File: src/rtl/alu_pkg.sv
// alu_pkg: opcodes, instruction field positions and sequencer states shared by the ALU sequencer.
package alu_pkg;
    localparam logic [2:0] OP_NOT = 3'b000;
    localparam logic [2:0] OP_AND = 3'b001;
    localparam logic [2:0] OP_XOR = 3'b010;
    localparam logic [2:0] OP_OR  = 3'b011;
    localparam logic [2:0] OP_DEC = 3'b100;
    localparam logic [2:0] OP_ADD = 3'b101;
    localparam logic [2:0] OP_SUB = 3'b110;
    localparam logic [2:0] OP_INC = 3'b111;
    localparam int B_CLASS = 15;
    localparam int OP_HI   = 14;
    localparam int OP_LO   = 12;
    localparam int RD_HI   = 11;
    localparam int RD_LO   = 9;
    localparam int RS_HI   = 8;
    localparam int RS_LO   = 6;
    localparam int RT_HI   = 5;
    localparam int RT_LO   = 3;
    localparam int LRD_HI  = 14;
    localparam int LRD_LO  = 12;
    localparam int IMM_HI  = 7;
    localparam int IMM_LO  = 0;
    typedef enum logic [1:0] {S_IDLE, S_EXEC, S_WB} state_t;
endpackage

File: src/rtl/alu_regfile.sv
// alu_regfile: NREG x W register file, one synchronous write port, three combinational read ports.
module alu_regfile #(
    parameter int NREG = 8,
    parameter int W    = 32
) (
    input  logic                    clk,
    input  logic                    rst,
    input  logic                    i_we,
    input  logic [$clog2(NREG)-1:0] i_wa,
    input  logic [W-1:0]            i_wd,
    input  logic [$clog2(NREG)-1:0] i_ra,
    input  logic [$clog2(NREG)-1:0] i_rb,
    input  logic [$clog2(NREG)-1:0] i_rdbg,
    output logic [W-1:0]            o_ra,
    output logic [W-1:0]            o_rb,
    output logic [W-1:0]            o_rdbg
);
    logic [W-1:0] r_mem [NREG];

    always_ff @(posedge clk or posedge rst) begin
        if (rst)
            r_mem <= '{default: '0};
        else if (i_we)
            r_mem[i_wa] <= i_wd;
    end

    assign o_ra   = r_mem[i_ra];
    assign o_rb   = r_mem[i_rb];
    assign o_rdbg = r_mem[i_rdbg];
endmodule

File: src/rtl/alu_sequencer.sv
// alu_sequencer: accepts 16-bit instructions, drives an external combinational ALU,
// writes results back to the register file and reports each completion.
module alu_sequencer
    import alu_pkg::*;
#(
    parameter int NREG = 8,
    parameter int W    = 32
) (
    input  logic         clk,
    input  logic         rst,
    input  logic         in_valid,
    output logic         in_ready,
    input  logic [15:0]  in_instr,
    output logic [2:0]   alu_opcode,
    output logic [W-1:0] alu_a,
    output logic [W-1:0] alu_b,
    input  logic [W-1:0] alu_q,
    input  logic         alu_ovf,
    output logic         res_valid,
    output logic [2:0]   res_rd,
    output logic [W-1:0] res_data,
    output logic         res_ovf,
    output logic         ovf_sticky,
    input  logic         ovf_clr,
    input  logic [2:0]   dbg_addr,
    output logic [W-1:0] dbg_data
);
    state_t       r_state, w_next;
    logic [W-1:0] w_rs_data, w_rt_data, r_a, r_b, r_data;
    logic [2:0]   r_opcode, r_rd;
    logic         r_ovf, r_sticky, w_accept, w_is_li, w_unused;

    assign w_is_li  = in_instr[B_CLASS];
    assign w_accept = in_valid && in_ready;
    assign w_unused = ^in_instr[2:0];

    always_ff @(posedge clk or posedge rst) begin
        if (rst)
            r_state <= S_IDLE;
        else
            r_state <= w_next;
    end

    always_comb begin
        w_next    = r_state;
        in_ready  = 1'b0;
        res_valid = 1'b0;
        case (r_state)
            S_IDLE: begin
                in_ready = 1'b1;
                if (in_valid)
                    w_next = w_is_li ? S_WB : S_EXEC;
            end
            S_EXEC: w_next = S_WB;
            S_WB: begin
                res_valid = 1'b1;
                w_next    = S_IDLE;
            end
            default: w_next = S_IDLE;
        endcase
    end

    always_ff @(posedge clk or posedge rst) begin
        if (rst) begin
            r_opcode <= '0;
            r_a      <= '0;
            r_b      <= '0;
            r_rd     <= '0;
            r_data   <= '0;
            r_ovf    <= 1'b0;
            r_sticky <= 1'b0;
        end else begin
            if (w_accept) begin
                r_rd <= w_is_li ? in_instr[LRD_HI:LRD_LO] : in_instr[RD_HI:RD_LO];
                if (w_is_li) begin
                    r_data <= W'(in_instr[IMM_HI:IMM_LO]);
                    r_ovf  <= 1'b0;
                end else begin
                    r_opcode <= in_instr[OP_HI:OP_LO];
                    r_a      <= w_rs_data;
                    r_b      <= w_rt_data;
                end
            end
            // logic ops leave the ALU's ovf stale, so only arithmetic ops report it
            if (r_state == S_EXEC) begin
                r_data <= alu_q;
                r_ovf  <= r_opcode[2] && alu_ovf;
            end
            if (ovf_clr)
                r_sticky <= 1'b0;
            else if (res_valid)
                r_sticky <= r_sticky | r_ovf;
        end
    end

    alu_regfile #(.NREG(NREG), .W(W)) u_regfile (
        .clk    (clk),
        .rst    (rst),
        .i_we   (res_valid),
        .i_wa   (r_rd),
        .i_wd   (r_data),
        .i_ra   (in_instr[RS_HI:RS_LO]),
        .i_rb   (in_instr[RT_HI:RT_LO]),
        .i_rdbg (dbg_addr),
        .o_ra   (w_rs_data),
        .o_rb   (w_rt_data),
        .o_rdbg (dbg_data)
    );

    assign alu_opcode = r_opcode;
    assign alu_a      = r_a;
    assign alu_b      = r_b;
    assign res_rd     = r_rd;
    assign res_data   = r_data;
    assign res_ovf    = r_ovf;
    assign ovf_sticky = r_sticky;
endmodule

File: config.mk
export PLATFORM = sky130hd
export DESIGN_NAME = alu_sequencer
export DESIGN_NICKNAME = d
export VERILOG_FILES = /design/src/rtl/alu_pkg.sv /design/src/rtl/alu_regfile.sv /design/src/rtl/alu_sequencer.sv
export SDC_FILE = /design/constraint.sdc
export NUM_CORES = 1
export LEC_CHECK = 0
export ABC_AREA = 1
export CAP_MARGIN = 20
export CORE_UTILIZATION = 40
export DETAILED_ROUTE_END_ITERATION = 6
export GPL_TIMING_DRIVEN = 0
export MAX_ROUTING_LAYER = met4
export PLACE_DENSITY = 0.58
export SYNTH_ARGS = -nofsm -noshare
export SYNTH_HDL_FRONTEND = slang
export SYNTH_SLANG_ARGS = --single-unit
File: constraint.sdc
create_clock -name clk -period 17 [get_ports clk]
set_input_delay 2.55 -clock clk [delete_from_list [all_inputs] [get_ports clk]]
set_output_delay 2.55 -clock clk [all_outputs]
set_load 0.02 [all_outputs]
# After elaboration in Yosys (flattened, before gate mapping)
# Cells that the tools add are included.
# op_classes
n_reduce_logical	9
eq_ne	3
magnitude_cmp	5
muxes	26
n_bitwise	6
# ops
cell	count
$mux W32	10
$bmux W32 S3	3
$bwmux W256	1
$demux W32 S3	1
$ge A4 B4 Y1 const B	4
$not A3 Y4	4
$mux W1	7
$reduce_bool A2 Y1	3
$lt A4 B1 Y1 const B	1
$mux W2	2
$pmux W2 S2	1
$reduce_and A2 Y1	2
$logic_and A1 B1 Y1	3
$mux W3	1
$eq A2 B1 Y1 const B	1
$eq A2 B2 Y1 const B	1
$logic_not A2 Y1	1
$ne A2 B2 Y1 const B	1
$not A1 Y1	1
$or A1 B1 Y1	1
# totals
inputBits	56
word_cells	65
reg_bits	362

# Depth between registers and ports, before layout
# Gate-level depths: netlist of run 1.
# depth
word_depth	6
ltp_mapped	8

# Modules after synthesis
# From an unflattened synthesis of run 1, not the netlist that was laid out.
# hier_totals
cells_unflattened	3410
area_unflattened_um2	21729.6
# modules_own_cells
module	n_inst	cells_each	area_each_um2	seq_area_each_um2
alu_regfile	1	2907	17324.1	6406.1
alu_sequencer	1	503	4405.5	2652.5

# Least setup slack after synthesis of run 1
# OpenSTA, ideal clock, no wires.
# synth_path
kind	input to output
start	input dbg_addr[0]
end	output dbg_data[10]
stages	7
setup_slack_ns	10.961
arrival_time_ns	3.489
t_required_ns	14.450
cell_sequence	clkbuf_1 clkbuf_1 a21oi_1 o21ai_0 nand2_1 nand2_1 nand2_1
# synth_between
elab_chain_len	4
# synth_lines
element	line_no	rtl
start, declared	alu_sequencer.sv:25	input logic [2:0] dbg_addr,
$not A3 Y4 (implied by the code)	alu_regfile.sv:29	assign o_rdbg = r_mem[i_rdbg];
$bmux W32 S3	alu_regfile.sv:29	
$mux W32 (implied by the code) (2 in series)	alu_regfile.sv:29	
end, declared	alu_sequencer.sv:26	output logic [W-1:0] dbg_data
# Every way passes these cells. The select of a mux whose other input is x is not followed.

# Worst setup path after layout of run 1
# layout_path
start	input dbg_addr[0]
end	output dbg_data[23]
# The elaborated chain is that of the path after synthesis.

==> impl_metrics.tcl, run 1 <==
set metrics [dict create \
    switching_share 0.3920 \
    synth_top_area_frac 0.4428 \
    maxUsedRoutingLayer "met4" \
    crit_buf_inv 4 \
    regToRegSetupSlack_ns 14.40 \
    coreArea_sq_mm 0.05027 \
    status "finished, violations left" \
    avgSynthCellArea_sq_um 6.765 \
    pwr-share-clk 0.285 \
    grt_overflow_total 0 \
    synthTopCellsByArea "dfrtp_1 44%, nand2_1 21%, nand3_1 11%, o21ai_0 9.9%, inv_1 5.5%" \
    antenna_found_initial 2 \
    synth_top_area_cell "dfrtp_1" \
    grt_pass1_wl_um 155100 \
    seqPwrFrac 0.369 \
    min_period_over_period 0.4970 \
    irDropWorstVdd_mv 0.09474 \
    ys_seq_elements 362 \
    wl_met1_um 43140 \
    post_cts_buffers 0 \
    wl_met3_um 13050 \
    yosys_warnings 0 \
    worstReg2RegStart "r_state[0]" \
    synth_area_sq_mm 0.02046 \
    hp-class "reg2reg" \
    drv_slew 0 \
    p_int_mw 2.200 \
    synth_cells 3024 \
    rr_worst_depth 5 \
    die_h_um 228.1 \
    grt_max_degree 109 \
    slew_headroom 0.1878 \
    ctsLongestPathBuffers 3 \
    cts_sinks 362 \
    place_hpwl_um 72380 \
    post_drt_via_cell_ratio 5.942 \
    post-place-cells 3892 \
    criticalPathCategory "in2out" \
    fin_skew_ns 0.02192 \
    ant_nets 0 \
    crit_path_cell_trace "clkdlybuf4s50_1 -> clkbuf_1 -> clkbuf_1 -> o21ai_0 -> nand2_1 -> nand2_1 -> nand2_1 -> clkdlybuf4s50_1" \
    arrival_ns 5.90 \
    nNetsFinal 3326 \
    first_pass_iters 7 \
    clock.fmax_ghz 0.1184 \
    io_pins 194 \
    synth_seq_area_share 0.4428 \
    antenna_cells 0 \
    setup_viol 0 \
    wl_per_cell_um 27.32 \
    combPwrFrac 0.346 \
    num_vias 23620 \
    post-route-drc-count 6 \
    met2_length_um 46730 \
    required_ns 14.45 \
    tightest_slew_ns 1.218 \
    cts_tree "done" \
    initial_core_util 0.4069 \
    die_x_um 228.1 \
    rsz0062_at_grt "false" \
    p_per_area_mw_per_mm2 145.1 \
    grt_pass1_vias 22260 \
    hold_violations 0 \
    crit_path_top_delay_cell "clkbuf_1" \
    fin_cells 3975 \
    dieArea_sq_mm 0.05205 \
    critPathCaptureType "primary output" \
    critPathCapture "dbg_data[23]" \
    root_buffer "clkbuf_16" \
    maxCapViolCount 0 \
    power_leakage_nw 12.28 \
    switchingPower_mw 1.419 \
    dr.first_iter.drc_count 3392 \
    path_delay_family "buffers and inverters" \
    synth_fp_nets 3080 \
    critPathMostFrequentCell "nand2_1" \
    cp-start-kind "primary input" \
    cpPeakStageDelay_ns 0.87 \
    drive_above_1_share 0.05238 \
    io_buffers 190 \
    fillers 5191 \
    rows 82 \
    violations "DRC" \
    grt_use_total 0.4241 \
    period_needed_ns 8.448 \
    critical_path.max_fanout 10 \
    synth_cell_types 21 \
    path_clk_slew_ns 0.06 \
    cts_buffers 44 \
    cp-startpoint "dbg_addr[0]" \
    cts_resized 0 \
    area_delta_synth_final_pct 21.95 \
    wirelength_um 108600 \
    clock_latency_ns 0.61 \
    min_path_cells 2 \
    path_depth 8 \
    globalplace.congestion 0.9811 \
    cts_htree_levels 2 \
    hold_buffers 0 \
    r2r_end "u_regfile.r_mem[128]" \
    whs_ns 0.4779 \
]
-- cell type report --
type	count	area (sq um)	area share
Inverter	304	1149	0.04604
Multi-Input combinational cell	2143	9356	0.3751
Clock buffer	63	1334	0.05347
Clock inverter	16	221.5	0.008878
Timing Repair Buffer	200	2086	0.08361
Tap cell	672	840.8	0.03371
Buffer	215	899.6	0.03606
Sequential cell	362	9059	0.3631
-- synthesized netlist by cell type --
| master | number |
|---|---|
| o21ai_0 | 404 |
| nor2_4 | 1 |
| buf_2 | 68 |
| nor2_1 | 7 |
| a21oi_1 | 134 |
| nand3_1 | 454 |
| buf_4 | 1 |
| nor2_2 | 2 |
| inv_1 | 298 |
| inv_2 | 6 |
| nand3_2 | 3 |
| clkbuf_1 | 109 |
| nand2_1 | 1123 |
| a31oi_1 | 3 |
| buf_1 | 34 |
| clkbuf_2 | 3 |
| o21ai_1 | 9 |
| dfrtp_1 | 362 |
| nand2_2 | 1 |
| nor3_4 | 1 |
| nor3_2 | 1 |
-- how the worst min path moves through the flow --
| stage | slack, ns | end | start |
|---|---|---|---|
| 6_report | 0.48 | alu_a[28] | alu_a[28] |
| 5_1_grt | 0.49 | u_regfile.r_mem[191] | u_regfile.r_mem[191] |
| 4_1_cts | 0.48 | alu_opcode[0] | alu_opcode[0] |
| 3_5_place_dp | 0.46 | alu_opcode[0] | alu_opcode[0] |
| 3_3_place_gp | 0.46 | alu_opcode[0] | alu_opcode[0] |
| 2_1_floorplan | 0.45 | u_regfile.r_mem[160] | u_regfile.r_mem[160] |
-- power groups by stage --
stage	clock network [mW]	logic, mW	registers (mW)
6_report	1.03	1.25	1.33
3_5_place_dp	0	1.22	1.34
5_1_grt	1.07	1.38	1.37
2_1_floorplan	0	0.705	1.37
3_3_place_gp	0	1.20	1.33
4_1_cts	1.03	1.23	1.33
-- cell usage in the layout, fill, tap and decap left out, types with 2 or more instances in the layout --
cell type	n
nand2_1	1123
nand3_1	454
o21ai_0	404
dfrtp_1	362
inv_1	297
clkdlybuf4s50_1	190
a21oi_1	134
clkbuf_1	113
buf_2	68
clkbuf_16	45
buf_1	34
clkbuf_8	14
o21ai_1	9
nor2_1	7
inv_2	6
clkinv_2	6
buf_8	6
bufinv_16	5
nand3_2	3
a31oi_1	3
clkbuf_2	3
buf_16	3
nor2_2	2
inv_6	2
clkinvlp_4	2
-- metrics by stage --
step                      total power, mW  setup TNS [ns]    util  cell area, sq um  worst slack [ns]
after floorplan                     2.072               0       -             20460             4.403
after global placement              2.535         -171.55  0.4614             23200           -0.5153
after detailed placement            2.558               0  0.4641             23330             8.805
after CTS                           3.586               0  0.4951             24890             8.788
after global routing                3.817               0  0.4962             24950             8.654
final                               3.619               0  0.4962             24950             8.552
-- sequential cells by signal, summed over array words and instances, names as in the netlist --
signal           flops
u_regfile.r_mem    256
alu_a               32
alu_b               32
res_data            32
alu_opcode           3
res_rd               3
r_state              2
ovf_sticky           1
res_ovf              1
-- kinds of logic (layout without fill, tap and decap cells) --
family          count (synthesis)  in the layout  share of synthesized area
compound gates                550            550                     0.1347
buf+inv                       519            798                    0.09976
flops                         362            362                     0.4428
simple gates                 1593           1593                     0.3227
-- worst register-to-register path, delay by kind of cell, from the launching register on --
| kind | cells | cell delay [ns] |
|---|---|---|
| buf+inv | 1 | 0.81 |
| simple gates | 3 | 0.99 |
| flops | 1 | 0.43 |
| compound gates | 1 | 0.21 |
-- metal layers --
metal,GRT usage,up-vias
met4,0.2060,0
met1,0.5540,11380
met2,0.6097,1702
met3,0.1089,378
met5,-,-
li1,-,10160
(Power assumes the default switching activity.)
==> inputs of run 2 (changes only) <==
Settings changed: PLACE_DENSITY 0.58 to 0.6.
Clock period 17 ns to 7.3 ns, I/O delays scaled along.
==> run 2 against run 1 <==
Net effect: the flow now finishes without violations; design area decreased by 0.61%; clock power increased by 110%; first-iteration DRC count decreased by 1.9%; cell count about the same; sequential power increased by 130%; sequential share of layout area increased by 0.22 points; combinational power increased by 130%; critical path depth unchanged; critical path type unchanged; largest power group unchanged.
==> impl_metrics.tcl, run 2 (synthesis results as in run 1) <==
set metrics [dict create \
    ctsLongestPathBuffers 3 \
    num_vias 23550 \
    met2_usage 0.5813 \
    cts_resized 0 \
    rsz0062_at_grt "false" \
    clock.fmax_ghz 0.1844 \
    largest_reg_flops 256 \
    maxCapViolCount 0 \
    hold_violations 0 \
    hold_buffers 0 \
    cts_htree_levels 2 \
    p_per_area_mw_per_mm2 331.6 \
    io_pins 194 \
    cts_tree "done" \
    wirelength_um 104200 \
    io_buffers 190 \
    power_leakage_nw 12.21 \
    fin_area_sq_mm 0.02479 \
    rr_worst_depth 5 \
    grt_use_met3 0.1146 \
    drv_slew 0 \
    globalplace.congestion 1.020 \
    coreArea_sq_mm 0.05027 \
    initial_core_util 0.4069 \
    period_needed_ns 5.422 \
    clock_latency_ns 0.60 \
    post_drt_via_cell_ratio 5.928 \
    wl_per_cell_um 26.23 \
    final_common_cell "nand2_1" \
    dr.first_iter.drc_count 3328 \
    grt_overflow_total 0 \
    power.total_mw 8.221 \
    grt_pass1_vias 22570 \
    root_buffer "clkbuf_16" \
    whs_ns 0.4779 \
    busiest_layer "met2" \
    tightest_slew_ns 1.220 \
    area_delta_synth_final_pct 21.20 \
    place_hpwl_um 70310 \
    largest-register "u_regfile.r_mem" \
    cts_sinks 362 \
    fin_skew_ns 0.01752 \
    critPathCaptureType "primary output" \
    die_h_um 228.1 \
    irDropWorstVdd_mv 0.1809 \
    ant_nets 0 \
    place_area_sq_mm 0.02338 \
    status "finished, final reports clean" \
    post-route-util 0.4932 \
    min_path_cells 2 \
    setup_viol 0 \
    first_pass_iters 6 \
    nNetsFinal 3323 \
    required_ns 6.20 \
    die_x_um 228.1 \
    cp-start-kind "primary input" \
    post-route-drc-count 0 \
    post_cts_buffers 0 \
    hp-class "reg2reg" \
    rows 82 \
    layout_common_cells "1,123 x nand2_1, 454 x nand3_1, 404 x o21ai_0" \
    criticalPathCategory "in2out" \
    slew_headroom 0.1867 \
    antenna_found_initial 1 \
    grt_pass1_wl_um 150500 \
    arrival_ns 4.33 \
    drive_above_1_share 0.05123 \
    critical_path.max_fanout 10 \
    min_period_over_period 0.7427 \
    grt_max_degree 43 \
    dieArea_sq_mm 0.05205 \
    grt_use_total 0.4070 \
    path_clk_slew_ns 0.06 \
    tns_ns 0 \
    grt_util_met1 0.5244 \
    cts_buffers 42 \
]
==> run 2: changes by cell type in the layout (fill, tap and decap cells not counted), sizes merged <==
| cell | change |
|---|---|
| clkbuf | -1 |
| bufinv | -4 |
| clkinv | +3 |
| buf | -1 |
| clkinvlp | +1 |
| inv | -2 |
| diode | +2 |
==> run 2: power by group <==
| part | total, mW | switching (mW) | internal [mW] |
|---|---|---|---|
| clock network | 2.21 | 0.944 | 1.27 |
| registers | 3.11 | 0.428 | 2.68 |
| logic | 2.91 | 1.90 | 1.00 |
==> run 2: path summary, 6_finish.rpt <==
check / startpoint / endpoint / slack [ns]
min reg2reg: alu_opcode[0] / alu_opcode[0] / 0.48
min: alu_opcode[0] / alu_opcode[0] / 0.48
max reg2reg: r_state[0] / u_regfile.r_mem[146] / 4.68
max: dbg_addr[0] / dbg_data[23] / 1.88
min in group asynchronous: rst / res_data[28] / 0.96
max in group asynchronous: rst / res_data[10] / 5.10
==> run 2: cell type report <==
type | count | area [sq um]
plain buffers | 215 | 899.6
repair buffers | 199 | 2082
inverters | 304 | 1145
clock buffers | 62 | 1297
diodes | 2 | 5.005
fillers | 5182 | 25480
flip-flops and latches | 362 | 9059
multi-input cells | 2143 | 9356
well taps | 672 | 840.8
clock inverters | 14 | 107.6
==> run 2: through the flow <==
| step | instances | setup slack (ns) |
|---|---|---|
| 6_report | 3973 | 1.878 |
| 5_1_grt | 3971 | 1.820 |
| 4_1_cts | 3971 | 2.045 |
| 3_5_place_dp | 3895 | 2.064 |
| 3_3_place_gp | 3886 | -1.420 |
| 2_1_floorplan | 3024 | 1.351 |
==> run 2: metal layers <==
metal	wire length, um	vias to the layer above
met1	41510	11270
li1	-	10160
met3	13150	393
met5	0	-
met4	5906	0
met2	43660	1732
==> run 2: critical path: stages <==
cell             delay (ns)
clkdlybuf4s50_1        0.57
clkbuf_1               0.73
clkbuf_1               0.82
o21ai_0                0.18
nand2_1                0.11
nand2_1                0.05
nand2_1                0.14
clkdlybuf4s50_1        0.63
